## src/rtl/uart_pkg.sv

```systemverilog
// Shared types and constants for the UART transmit scheduler.
package uart_pkg;

  typedef enum logic [1:0] {
    S_IDLE,
    S_LAUNCH,
    S_BUSY,
    S_DONE
  } sched_state_t;

  // Serial bits per frame: start, 8 data, stop.
  localparam int FRAME_BITS = 10;

endpackage

```

## src/rtl/rr_arbiter.sv

```systemverilog
// Combinational round-robin arbiter: first set request at or after ptr wins.
module rr_arbiter #(
  parameter int N = 4
) (
  input  logic [N-1:0]         req,
  input  logic [$clog2(N)-1:0] ptr,
  output logic [N-1:0]         gnt,
  output logic [$clog2(N)-1:0] idx,
  output logic                 any
);

  localparam int IW = $clog2(N);
  localparam int SW = IW + 1;

  logic [SW-1:0] sum;
  logic [IW-1:0] pos;

  // Walk offsets from farthest to nearest so the nearest set request is the last write.
  always_comb begin
    gnt = '0;
    idx = '0;
    sum = '0;
    pos = '0;
    any = |req;
    for (int k = N - 1; k >= 0; k--) begin
      sum = {1'b0, ptr} + SW'(k);
      if (sum >= SW'(N)) sum = sum - SW'(N);
      pos = sum[IW-1:0];
      if (req[pos]) begin
        gnt      = '0;
        gnt[pos] = 1'b1;
        idx      = pos;
      end
    end
  end

endmodule

```

## src/rtl/uart_tx_scheduler.sv

```systemverilog
// Round-robin scheduler sharing one UART transmitter among NUM_REQ byte sources.
// Optional burst regrant is enabled by defining UART_TX_SCHED_BURST_EN.
module uart_tx_scheduler
  import uart_pkg::*;
#(
  parameter int NUM_REQ   = 4,
  parameter int TIMEOUT   = 8,
  parameter int MAX_BURST = 4
) (
  input  logic                       bclk,
  input  logic                       rst,
  input  logic [NUM_REQ-1:0]         req_valid,
  input  logic [NUM_REQ*8-1:0]       req_data,
  output logic [NUM_REQ-1:0]         req_ready,
  output logic [7:0]                 thr,
  output logic                       tx_en,
  input  logic                       tx_status,
  output logic [$clog2(NUM_REQ)-1:0] grant_id,
  output logic                       busy,
  output logic                       err_timeout,
  input  logic                       err_clr,
  output sched_state_t               dbg_state
);

  localparam int IW   = $clog2(NUM_REQ);
  localparam int WD_W = ($clog2(TIMEOUT) > 0) ? $clog2(TIMEOUT) : 1;

  sched_state_t  state;
  logic [IW-1:0] rr_ptr;
  logic [IW-1:0] arb_ptr;
  logic [WD_W-1:0] wd_cnt;

  logic [NUM_REQ-1:0] arb_gnt;
  logic [IW-1:0]      arb_idx;
  logic               arb_any;
  logic               accept_idle;
  logic               regrant;
  logic [IW-1:0]      sel_idx;
  logic [7:0]         sel_byte;

  assign dbg_state = state;

  // Scan begins one past the last winner so every source gets a turn.
  assign arb_ptr = (rr_ptr == IW'(NUM_REQ - 1)) ? '0 : rr_ptr + 1'b1;

  rr_arbiter #(.N(NUM_REQ)) u_arb (
    .req (req_valid),
    .ptr (arb_ptr),
    .gnt (arb_gnt),
    .idx (arb_idx),
    .any (arb_any)
  );

  assign accept_idle = (state == S_IDLE) && arb_any;

`ifdef UART_TX_SCHED_BURST_EN
  localparam int BW = (MAX_BURST > 2) ? $clog2(MAX_BURST) : 1;
  logic [BW-1:0] burst_cnt;

  assign regrant = (state == S_DONE) && req_valid[grant_id] &&
                   (burst_cnt < BW'(MAX_BURST - 1));

  always_ff @(posedge bclk or posedge rst) begin
    if (rst) begin
      burst_cnt <= '0;
    end else if (regrant) begin
      burst_cnt <= burst_cnt + 1'b1;
    end else if (state == S_DONE || state == S_IDLE) begin
      burst_cnt <= '0;
    end
  end
`else
  logic [31:0] unused_max_burst;
  assign unused_max_burst = 32'(MAX_BURST);
  assign regrant          = 1'b0;
`endif

  assign sel_idx  = regrant ? grant_id : arb_idx;
  assign sel_byte = req_data[{sel_idx, 3'b000} +: 8];

  // Handshake: req_valid[i] offers req_data[i]; a req_ready[i] pulse means the byte
  // is taken at this rising edge. Only one ready fires per cycle, never outside IDLE
  // (or DONE on a burst regrant), and never while rst is high.
  always_comb begin
    req_ready = '0;
    if (!rst) begin
      if (accept_idle) req_ready = arb_gnt;
      else if (regrant) req_ready[grant_id] = 1'b1;
    end
  end

  always_ff @(posedge bclk or posedge rst) begin
    if (rst) begin
      state       <= S_IDLE;
      thr         <= 8'h00;
      tx_en       <= 1'b0;
      grant_id    <= '0;
      rr_ptr      <= '0;
      err_timeout <= 1'b0;
      wd_cnt      <= '0;
      busy        <= 1'b0;
    end else begin
      // A timeout below overrides this clear in the same cycle.
      if (err_clr) err_timeout <= 1'b0;
      case (state)
        S_IDLE: begin
          if (arb_any) begin
            thr      <= sel_byte;
            grant_id <= arb_idx;
            rr_ptr   <= arb_idx;
            tx_en    <= 1'b1;
            wd_cnt   <= '0;
            busy     <= 1'b1;
            state    <= S_LAUNCH;
          end
        end
        S_LAUNCH: begin
          if (tx_status) begin
            tx_en  <= 1'b0;
            wd_cnt <= '0;
            state  <= S_BUSY;
          end else if (wd_cnt == WD_W'(TIMEOUT - 1)) begin
            err_timeout <= 1'b1;
            tx_en       <= 1'b0;
            wd_cnt      <= '0;
            busy        <= 1'b0;
            state       <= S_IDLE;
          end else begin
            wd_cnt <= wd_cnt + 1'b1;
          end
        end
        S_BUSY: begin
          if (!tx_status) state <= S_DONE;
        end
        S_DONE: begin
          // One settling cycle lets the transmitter finish STOP before the next start.
          if (regrant) begin
            thr    <= sel_byte;
            tx_en  <= 1'b1;
            wd_cnt <= '0;
            state  <= S_LAUNCH;
          end else begin
            busy  <= 1'b0;
            state <= S_IDLE;
          end
        end
        default: begin
          tx_en <= 1'b0;
          busy  <= 1'b0;
          state <= S_IDLE;
        end
      endcase
    end
  end

endmodule

```

## config.mk

```make
export PLATFORM = sky130hd
export DESIGN_NAME = uart_tx_scheduler
export DESIGN_NICKNAME = d
export VERILOG_FILES = /design/src/rtl/uart_pkg.sv /design/src/rtl/rr_arbiter.sv /design/src/rtl/uart_tx_scheduler.sv
export SDC_FILE = /design/constraint.sdc
export NUM_CORES = 1
export LEC_CHECK = 0
export CAP_MARGIN = 15
export CORE_MARGIN = 2
export CORE_UTILIZATION = 49
export CTS_BUF_LIST = sky130_fd_sc_hd__clkbuf_4 sky130_fd_sc_hd__clkbuf_8
export CTS_CLUSTER_DIAMETER = 100
export CTS_CLUSTER_SIZE = 20
export DETAILED_ROUTE_END_ITERATION = 7
export GPL_ROUTABILITY_DRIVEN = 1
export GPL_TIMING_DRIVEN = 1
export HOLD_SLACK_MARGIN = 0.08
export PLACE_DENSITY = 0.93
export SKIP_CTS_REPAIR_TIMING = 1
export SYNTH_ARGS = -nofsm -noshare
export SYNTH_HDL_FRONTEND = slang
export SYNTH_SLANG_ARGS = --single-unit
```

## constraint.sdc

```tcl
create_clock -name bclk -period 6.3 [get_ports bclk]
set_input_delay 1.26 -clock bclk [delete_from_list [all_inputs] [get_ports bclk]]
set_output_delay 1.26 -clock bclk [all_outputs]
set_load 0.02 [all_outputs]
```

==> summary.txt, run 1 <==
STA
  – Setup violators final: 0
  – Max-slew headroom: 0.4624
  – Worst-margin pin slew: between 800 and 900 ps
  – Fmax: around 190 MHz
  – Slew Limit Fails: 0
  – Final hold vios: 0
  – Unrepaired setup endpoints after global routing: false
  – Final Critical Period: roughly 5200 ps
  – Final setup skew: 6.823 ps
  – Hold_ws: 527.4 ps
  – TNS Setup: 0 ps
  – Post-route clock period utilization: 0.8218

Run status
  – Run status: completed

GRT
  – Gr usage total: 0.2382
  – Global route total overflow: 0
  – Global-route wire length before repair: 7541 um
  – Largest net degree at the start of global routing: 19
  – Number of global-route vias before repair: 1589
  – Antenna violations before repair: 0

Final layout
  – Commonest non-fill, non-tap cell in the layout: clkdlybuf4s50_1
  – Commonest non-fill, non-tap cells in the layout: clkdlybuf4s50_1 (58), mux2i_1 (20), dfrtp_1 (18)
  – Fillers: 258
  – Ant diodes: 0
  – Area grow syn2layout: 37.70%
  – Layout cells sized above 1: 0.06410
  – Sequential Area: 450.4 um^2
  – Final Core Density: 0.6971
  – Nets: about 290
  – Area of the multi-input gates: between 1000 and 1500 um^2

Setup path
  – Slowest-stage cell, CP: clkdlybuf4s50_1
  – RR Endpoint: thr[0]
  – CP Launch Type: input pin
  – Worst setup path class: in -> out
  – CP peak stage delay: ~700 ps
  – Worst path most repeated cell: clkdlybuf4s50_1
  – Worst-path cell chain: clkdlybuf4s50_1, or3b_1, nand3_1, a21boi_1, nor2_1, a2111oi_0, clkdlybuf4s50_1
  – Reg2Reg Launch Point: rr_ptr[0]
  – CP Max Fanout: 9
  – Delay-heaviest family, CP: buffers and inverters
  – R2r setup slk: about 3200 ps
  – Data required, critical path: roughly 5000 ps
  – CP bufs+invs: 2
  – CP arrival: between 3000 and 4000 ps
  – Crit. End Element: primary output
  – Depth of the most critical reg-to-reg path: 7

Logic synthesis
  – #FFs+latches synth: 18
  – Synth area leaders: dfrtp_1 (27%), mux2i_1 (12%), ha_1 (9.0%)
  – Synth Area in Compound Gates: 0.2453
  – Multiplexer area fraction after synthesis: 0.1859
  – Largest family of logic cells by synthesized area: compound AO/OA/AOI/OAI gates
  – Simple-Gate Fraction of Synth Area: 0.1475
  – Post-synth cell types: 53
  – Ys async rst share: 1.000
  – Predominant post-synthesis flop cell: dfrtp_1
  – Sequential-to-total area share from yosys stat: 0.2709
  – Synth top area share: 0.2709
  – Synth warn: 0
  – Cells after Synth: ~180
  – Post-synthesis xor/xnor area fraction: 0
  – Cell Area, Synth: roughly 1700 um^2
  – Syn_area_per_cell: slightly above 9 um^2
  – Number of synthesized flops with an enable pin: 0
  – Post-Syn Nets: 231
  – Area leader, netlist: dfrtp_1
  – Adder-cell share of the synthesized area: 0.09029

Worst hold path
  – Worst Min Path Start: thr[7]
  – WHS Path Cells: 2
  – Worst hold endpoint: thr[7]
  – Hold WC Path Type: reg -> reg

Placed design
  – HPWL after DPL: 3391 um
  – I/O Buffers: 58
  – Gp weighted congestion: 0.8727

Floorplanning
  – I/O Pins: 59
  – # rows: 21
  – Core box area: approximately 3300 um^2
  – Initial core utilization: 0.5063
  – Die Width: slightly above 60 um
  – Die H: ~62 um
  – Die Area: roughly 3900 um^2

Power
  – Power Dens Cells: between 500 and 600 nW/um^2
  – Static Leak: between 0.9 and 1 nW
  – VDD IR max: about 0.26 mV

Routing
  – Vias per inst: between 5 and 6
  – Drt wl/cell: between 15 and 20 um
  – Iter 0 DRT Violations: between 100 and 150
  – Aggregate routed wire length: roughly 4400 um
  – Met1 WL: 1750 um
  – DR DRC count: 0
  – WL met2: 2344 um
  – First-pass detailed-route iteration total: 4
  – Antenna Nets Post-Route: 0
  – WL met3: roughly 230 um
  – Vias after detailed routing: approximately 1600
  – Highest Signal Layer: met4

CTS
  – Clock sink total: 18
  – Number of CTS-inserted buffers: 3
  – Root buffer cell: clkbuf_4
  – H-Tree Level Count: 1
  – TritonCTS clock tree: built
  – Clock transition at path regs: 110 ps
  – Clock buffer depth: 2
  – Skew-Pair Late Insertion Delay: roughly 300 ps

Flow run
  – Max-cap violations: 0
## Yosys cell counts, types with 3 or more instances
master / number
a21oi_1: 8
a221oi_1: 8
and3_1: 3
dfrtp_1: 18
ha_1: 12
inv_1: 13
mux2i_1: 20
nand2_1: 10
nor2_1: 14
o211ai_1: 5
o21ai_0: 12
o21ai_1: 3
## power by group
group | leakage [nW] | internal [mW] | switching (mW)
combinational | 0.745 | 0.384 | 0.480
clock | 0.0210 | 0.0353 | 0.0383
sequential | 0.216 | 0.168 | 0.0439
total | 0.982 | 0.587 | 0.562
## worst max-delay path by stage
| stage | endpoint | cells past startpoint | startpoint | slack (ps) |
|---|---|---|---|---|
| floorplan | req_ready[3] | 5 | req_valid[1] | 1810 |
| global placement | req_ready[3] | 7 | req_valid[1] | 1190 |
| detailed placement | req_ready[3] | 7 | req_valid[1] | 1160 |
| CTS | req_ready[3] | 7 | req_valid[1] | 1150 |
| global route | req_ready[3] | 7 | req_valid[1] | 990 |
| finish | req_ready[3] | 7 | req_valid[1] | 1120 |
## per-layer routing
metal | vias to the layer above | track usage
li1 | 783 | -
met1 | 798 | 0.2945
met2 | 56 | 0.4171
met3 | 6 | 0.04529
met4 | 0 | 0.08056
met5 | - | 0
## tightest hold or removal path: stages (launching register included)
cell and delay, ps:
dfrtp_1 360, nand2_1 60, o211ai_1 80
## stage by stage
step                worst slack (ps)  power, mW  std cells  area, um^2
floorplan                       1813     0.8459        179        1663
global placement                1190      1.044        276        2253
detailed placement              1164      1.068        276        2253
CTS                             1151      1.148        280        2290
global route                   986.8      1.246        280        2290
finish                          1123      1.150        280        2290
## area by class of cell
class | count | area share
Sequential cell | 18 | 0.1967
Timing Repair Buffer | 58 | 0.2536
Multi-Input combinational cell | 140 | 0.4858
Clock buffer | 4 | 0.01585
Inverter | 14 | 0.02295
Tap cell | 46 | 0.02514
## cell families after synthesis
| group | after synthesis |
|---|---|
| AOI/OAI and AO/OA | 57 |
| adders and majority gates | 12 |
| buffers and inverters | 21 |
| DFF | 18 |
| muxes | 25 |
| and+or+nand+nor | 46 |
## registers in the layout (all words and copies together) (netlist names), named ones only
name / flops
busy: 1
wd_cnt: 3
dbg_state: 1
err_timeout: 1
thr: 8
tx_en: 1
rr_ptr: 2
Note: power is estimated with default switching activity, not from simulation.
==> inputs of run 2 (changes only) <==
--- a/config.mk
+++ b/config.mk
@@ -7,7 +7,7 @@
 export LEC_CHECK = 0
 export CAP_MARGIN = 15
 export CORE_MARGIN = 2
-export CORE_UTILIZATION = 49
+export CORE_UTILIZATION = 47
 export CTS_BUF_LIST = sky130_fd_sc_hd__clkbuf_4 sky130_fd_sc_hd__clkbuf_8
 export CTS_CLUSTER_DIAMETER = 100
 export CTS_CLUSTER_SIZE = 20
@@ -15,7 +15,7 @@
 export GPL_ROUTABILITY_DRIVEN = 1
 export GPL_TIMING_DRIVEN = 1
 export HOLD_SLACK_MARGIN = 0.08
-export PLACE_DENSITY = 0.93
+export PLACE_DENSITY = 0.9
 export SKIP_CTS_REPAIR_TIMING = 1
 export SYNTH_ARGS = -nofsm -noshare
 export SYNTH_HDL_FRONTEND = slang
==> constraint.sdc (replaced) <==
create_clock -name bclk -period 5 [get_ports bclk]
set_input_delay 1 -clock bclk [delete_from_list [all_inputs] [get_ports bclk]]
set_output_delay 1 -clock bclk [all_outputs]
set_load 0.02 [all_outputs]
==> run 2 against run 1 <==
Compared with the run above:
- clock power down 1%
- clock skew down 2.1 ps
- power up 26%
- count of clock-buffer cells in the layout down 1
- non-clock buffer count up 2
- via count up 1.6%
- register-to-register slack worse by 1400 ps
- core utilization down 1.6 points
- worst setup slack worse by 720 ps
- largest cell class unchanged
- largest power group unchanged
==> summary.txt, run 2 (synthesized netlist as in run 1, its figures left out) <==
Worst hold path
  – Worst Min Path Start: wd_cnt[1]
  – WHS Path Cells: 1
  – Worst hold endpoint: wd_cnt[1]
  – Hold WC Path Type: reg -> reg

Routing
  – Iter 0 DRT Violations: around 160
  – First-pass detailed-route iteration total: 4
  – Aggregate routed wire length: 4536 um
  – DR DRC count: 0
  – Vias after detailed routing: approximately 1700
  – Antenna Nets Post-Route: 0
  – Vias per inst: 5.940
  – Drt wl/cell: around 16 um

GRT
  – Largest net degree at the start of global routing: 19
  – Global route total overflow: 0
  – Number of global-route vias before repair: approximately 1700
  – Global-route wire length before repair: 7507 um
  – Gr usage total: 0.2338
  – Antenna violations before repair: 0

STA
  – TNS Setup: 0 ps
  – Final setup skew: 4.730 ps
  – Fmax: 217.4 MHz
  – Max-slew headroom: 0.5136
  – Setup violators final: 0
  – Final Critical Period: 4600 ps
  – Slew Limit Fails: 0
  – Final worst slack: about 400 ps
  – Final hold vios: 0
  – Worst-margin pin slew: between 700 and 800 ps
  – Unrepaired setup endpoints after global routing: false
  – Post-route clock period utilization: 0.9200
  – Hold_ws: roughly 510 ps

Power
  – Sw power: around 0.71 mW
  – Reg power frac: 0.184
  – Int Power: between 0.7 and 0.8 mW
  – Gate power share: 0.766
  – Sw frac: 0.4913
  – Power Dens Cells: between 600 and 700 nW/um^2
  – Power consumption: between 1 and 1.5 mW
  – Clk pwr share: 0.050
  – VDD IR max: slightly above 0.4 mV
  – Static Leak: 0.9847 nW

Placed design
  – I/O Buffers: just under 60
  – HPWL after DPL: roughly 3500 um
  – Gp weighted congestion: between 0.9 and 1
  – Dpl ws: between 400 and 500 ps

Setup path
  – Data required, critical path: about 4000 ps
  – Worst-path cell chain: clkdlybuf4s50_1, inv_1, mux4_2, a31oi_1, a21oi_1, a221oi_1, a31o_1, clkdlybuf4s50_1
  – CP arrival: between 3000 and 4000 ps
  – CP bufs+invs: 3
  – CP peak stage delay: between 600 and 700 ps
  – RR Endpoint: thr[0]
  – Delay-heaviest family, CP: buffers and inverters
  – CP Max Fanout: 9
  – Worst path most repeated cell: clkdlybuf4s50_1
  – Depth of the most critical reg-to-reg path: 7
  – CP Launch Type: input pin
  – Crit. End Element: primary output
  – Reg2Reg Launch Point: rr_ptr[0]
  – Worst setup path class: in -> out
  – Slowest-stage cell, CP: clkdlybuf4s50_1
  – R2r setup slk: 1790 ps

Final layout
  – Commonest non-fill, non-tap cell in the layout: clkdlybuf4s50_1
  – Max reg flops: 8
  – Largest register by flop count: thr
  – Ant diodes: 0
  – Layout cells sized above 1: 0.06809
  – Top flop regs: thr x8, wd_cnt x3, rr_ptr x2
  – Nets: just under 300
  – Commonest non-fill, non-tap cells in the layout: clkdlybuf4s50_1 (58), mux2i_1 (20), dfrtp_1 (18)
  – Area grow syn2layout: 37.77%
  – Area of the multi-input gates: roughly 1100 um^2
  – Sequential Area: between 400 and 500 um^2
  – Fillers: around 280

Floorplanning
  – I/O Pins: a little under 60
  – Core box area: between 3000 and 4000 um^2
  – # rows: 21
  – Die H: ~63 um
  – Die Width: 63.48 um
  – Initial core utilization: 0.4944
  – Die Area: roughly 4000 um^2

CTS
  – Clock sink total: 18
  – Clock buffer depth: 2
  – H-Tree Level Count: 1
  – Clock transition at path regs: ~90 ps
  – TritonCTS clock tree: built
  – Skew-Pair Late Insertion Delay: roughly 300 ps
  – Number of CTS-inserted buffers: 3
  – Root buffer cell: clkbuf_4

Flow run
  – Max-cap violations: 0

Run status
  – Run status: completed
==> run 2: cell count changes in the layout (fill, tap and decap cells not counted) <==
| cell | delta |
|---|---|
| buf_4 | +2 |
| clkbuf_8 | -1 |
==> run 2: worst max-delay path by stage <==
stage               slack [ps]      endpoint         start  cells after the start
floorplan                  980  req_ready[3]     rr_ptr[0]                      8
global placement           530  req_ready[0]  req_valid[3]                      8
detailed placement         440  req_ready[0]  req_valid[2]                      8
CTS                        450  req_ready[0]  req_valid[2]                      8
global route               220  req_ready[3]     rr_ptr[0]                      8
finish                     400  req_ready[0]  req_valid[2]                      8
==> run 2: area by class of cell <==
cell class / count / area share
Clock buffer: 3 / 0.009831
Timing Repair Buffer: 60 / 0.2600
Sequential cell: 18 / 0.1966
Multi-Input combinational cell: 140 / 0.4855
Tap cell: 46 / 0.02512
Inverter: 14 / 0.02294
==> run 2: power groups by stage <==
stage	Combinational, mW	Sequential (mW)	Clock, mW
final	1.11	0.268	0.0725
after global routing	1.22	0.275	0.0812
after CTS	1.11	0.266	0.0748
after detailed placement	1.10	0.268	0
after global placement	1.08	0.265	0
after floorplan	0.741	0.325	0
==> run 2: stage by stage <==
stage / utilization / cell area, um^2 / std cells
finish: 0.6812 / 2291 / 281
global route: 0.6812 / 2291 / 281
CTS: 0.6812 / 2291 / 281
detailed placement: 0.6745 / 2268 / 278
global placement: 0.6745 / 2268 / 278
floorplan: - / 1663 / 179
==> run 2: per-layer routing <==
metal  wire, um  share of wire  global-route usage  vias to the layer above
met4        106          0.023             0.08696                        0
met5          0              0                   0                        -
met2       2224           0.49              0.3882                       88
met1       1808           0.40              0.2897                      779
li1           -              -                   -                      788
met3        396          0.087             0.06250                       14
==> inputs of run 3 (changes only) <==
--- a/config.mk
+++ b/config.mk
@@ -15,8 +15,10 @@
 export GPL_ROUTABILITY_DRIVEN = 1
 export GPL_TIMING_DRIVEN = 1
 export HOLD_SLACK_MARGIN = 0.08
-export PLACE_DENSITY = 0.9
+export PLACE_DENSITY_LB_ADDON = 0.05
+export SETUP_SLACK_MARGIN = 0.02
 export SKIP_CTS_REPAIR_TIMING = 1
+export SLEW_MARGIN = 20
 export SYNTH_ARGS = -nofsm -noshare
 export SYNTH_HDL_FRONTEND = slang
 export SYNTH_SLANG_ARGS = --single-unit
==> run 3 against run 2 <==
Compared with the run above:
- maximum frequency is 0.63% lower
- die area stayed put
- critical path depth stayed put
- combinational power hardly changed
- critical path type unchanged
- highest routed layer unchanged
==> summary.txt, run 3 (synthesized netlist as in run 1, its figures left out) <==
Routing
  – Aggregate routed wire length: approximately 4400 um
  – WL met2: between 2000 and 2500 um
  – Antenna Nets Post-Route: 0
  – Met1 WL: around 1900 um
  – WL met3: between 200 and 250 um
  – Drt wl/cell: 15.69 um
  – Vias per inst: 5.727
  – Highest Signal Layer: met4
  – DR DRC count: 0
  – Vias after detailed routing: roughly 1600
  – First-pass detailed-route iteration total: 4
  – Iter 0 DRT Violations: ~170

STA
  – Final hold vios: 0
  – TNS Setup: 0 ps
  – Fmax: ~220 MHz
  – Final setup skew: 3.253 ps
  – Max-slew headroom: 0.5010
  – Setup violators final: 0
  – Slew Limit Fails: 0
  – Post-route clock period utilization: 0.9258
  – Worst-margin pin slew: around 750 ps
  – Unrepaired setup endpoints after global routing: false
  – Final Critical Period: around 4600 ps

Floorplanning
  – Core box area: ~3400 um^2
  – # rows: 21
  – I/O Pins: between 50 and 60
  – Die H: between 60 and 70 um
  – Die Width: between 60 and 70 um
  – Initial core utilization: 0.4944
  – Die Area: about 4000 um^2

GRT
  – Gr usage total: 0.2315
  – Number of global-route vias before repair: 1667
  – Global-route wire length before repair: about 7600 um
  – Antenna violations before repair: 0
  – Global route total overflow: 0
  – Largest net degree at the start of global routing: 19

Setup path
  – CP Max Fanout: 9
  – Worst setup path class: in -> out
  – Crit. End Element: primary output
  – Data required, critical path: 4000 ps
  – CP arrival: approximately 3600 ps
  – CP Launch Type: input pin

CTS
  – Clock transition at path regs: 110 ps
  – Clock sink total: 18
  – Clock buffer depth: 2
  – TritonCTS clock tree: built
  – Root buffer cell: clkbuf_4
  – Skew-Pair Late Insertion Delay: between 200 and 300 ps
  – Number of CTS-inserted buffers: 3
  – H-Tree Level Count: 1

Final layout
  – Commonest non-fill, non-tap cell in the layout: clkdlybuf4s50_1
  – Ant diodes: 0
  – Top flop regs: thr x8, wd_cnt x3, rr_ptr x2
  – Area grow syn2layout: 38.60%
  – Commonest non-fill, non-tap cells in the layout: clkdlybuf4s50_1 (58), mux2i_1 (20), dfrtp_1 (18)
  – Layout cells sized above 1: 0.07203
  – Largest register by flop count: thr
  – Fillers: just under 300
  – Layout Cells excl Fill: ~280
  – Max reg flops: 8
  – Design Area, Final: about 2300 um^2
  – Nets: slightly below 300

Power
  – Static Leak: between 0.9 and 1 nW
  – Power Dens Cells: 637.9 nW/um^2
  – VDD IR max: 0.3049 mV
  – Power consumption: 1.470 mW

Flow run
  – Max-cap violations: 0

Placed design
  – Placed instance area: between 2000 and 2500 um^2
  – I/O Buffers: 58
  – HPWL after DPL: about 3400 um
  – Placed cell count: roughly 280
  – Gp weighted congestion: about 0.92

Worst hold path
  – Hold WC Path Type: reg -> reg

Run status
  – Run status: completed
run 3: worst max-delay path, stage by stage:
cell and delay, ps:
clkdlybuf4s50_1 620, inv_1 130, mux4_2 580, a31oi_1 240, a21oi_1 70, a221oi_1 270, a31o_1 140, clkdlybuf4s50_1 600
run 3: area by class of cell:
| class | count | area [um^2] | share of cell area |
|---|---|---|---|
| tap | 46 | 57.56 | 0.02497 |
| multi-input combinational | 140 | 1112 | 0.4826 |
| inverter | 14 | 52.55 | 0.02280 |
| timing repair buffer | 60 | 595.6 | 0.2584 |
| clock buffer | 4 | 36.28 | 0.01574 |
| sequential | 18 | 450.4 | 0.1954 |
run 3: routing by layer:
layer	GRT usage	up-vias
li1	-	792
met1	0.2894	761
met2	0.4197	58
met3	0.03214	4
met4	0.05163	0
met5	0	-
run 3: worst paths after layout:
check	depth (start not counted)	startpoint	slack, ps	to
min	2	thr[7]	530	thr[7]
min in group asynchronous	2	rst	1210	thr[7]
min reg2reg	2	thr[7]	530	thr[7]
max reg2reg	7	rr_ptr[0]	1910	thr[5]
max in group asynchronous	2	rst	3330	thr[2]
max	8	req_valid[2]	370	req_ready[0]
run 3: report_power, final:
| part | internal [mW] | switching [mW] | total (mW) |
|---|---|---|---|
| logic | 0.500 | 0.611 | 1.11 |
| registers | 0.211 | 0.0561 | 0.267 |
| clock network | 0.0443 | 0.0479 | 0.0922 |
run 3: metrics by stage:
stage / setup WS (ps) / hold WS [ps] / util
2_1_floorplan: 984.1 / 469.8 / -
5_1_grt: 212.8 / 555.4 / 0.6853
3_5_place_dp: 419.0 / 502.8 / 0.6745
6_report: 370.9 / 525.1 / 0.6853
4_1_cts: 397.4 / 529.1 / 0.6853
3_3_place_gp: 513.3 / 478.4 / 0.6745
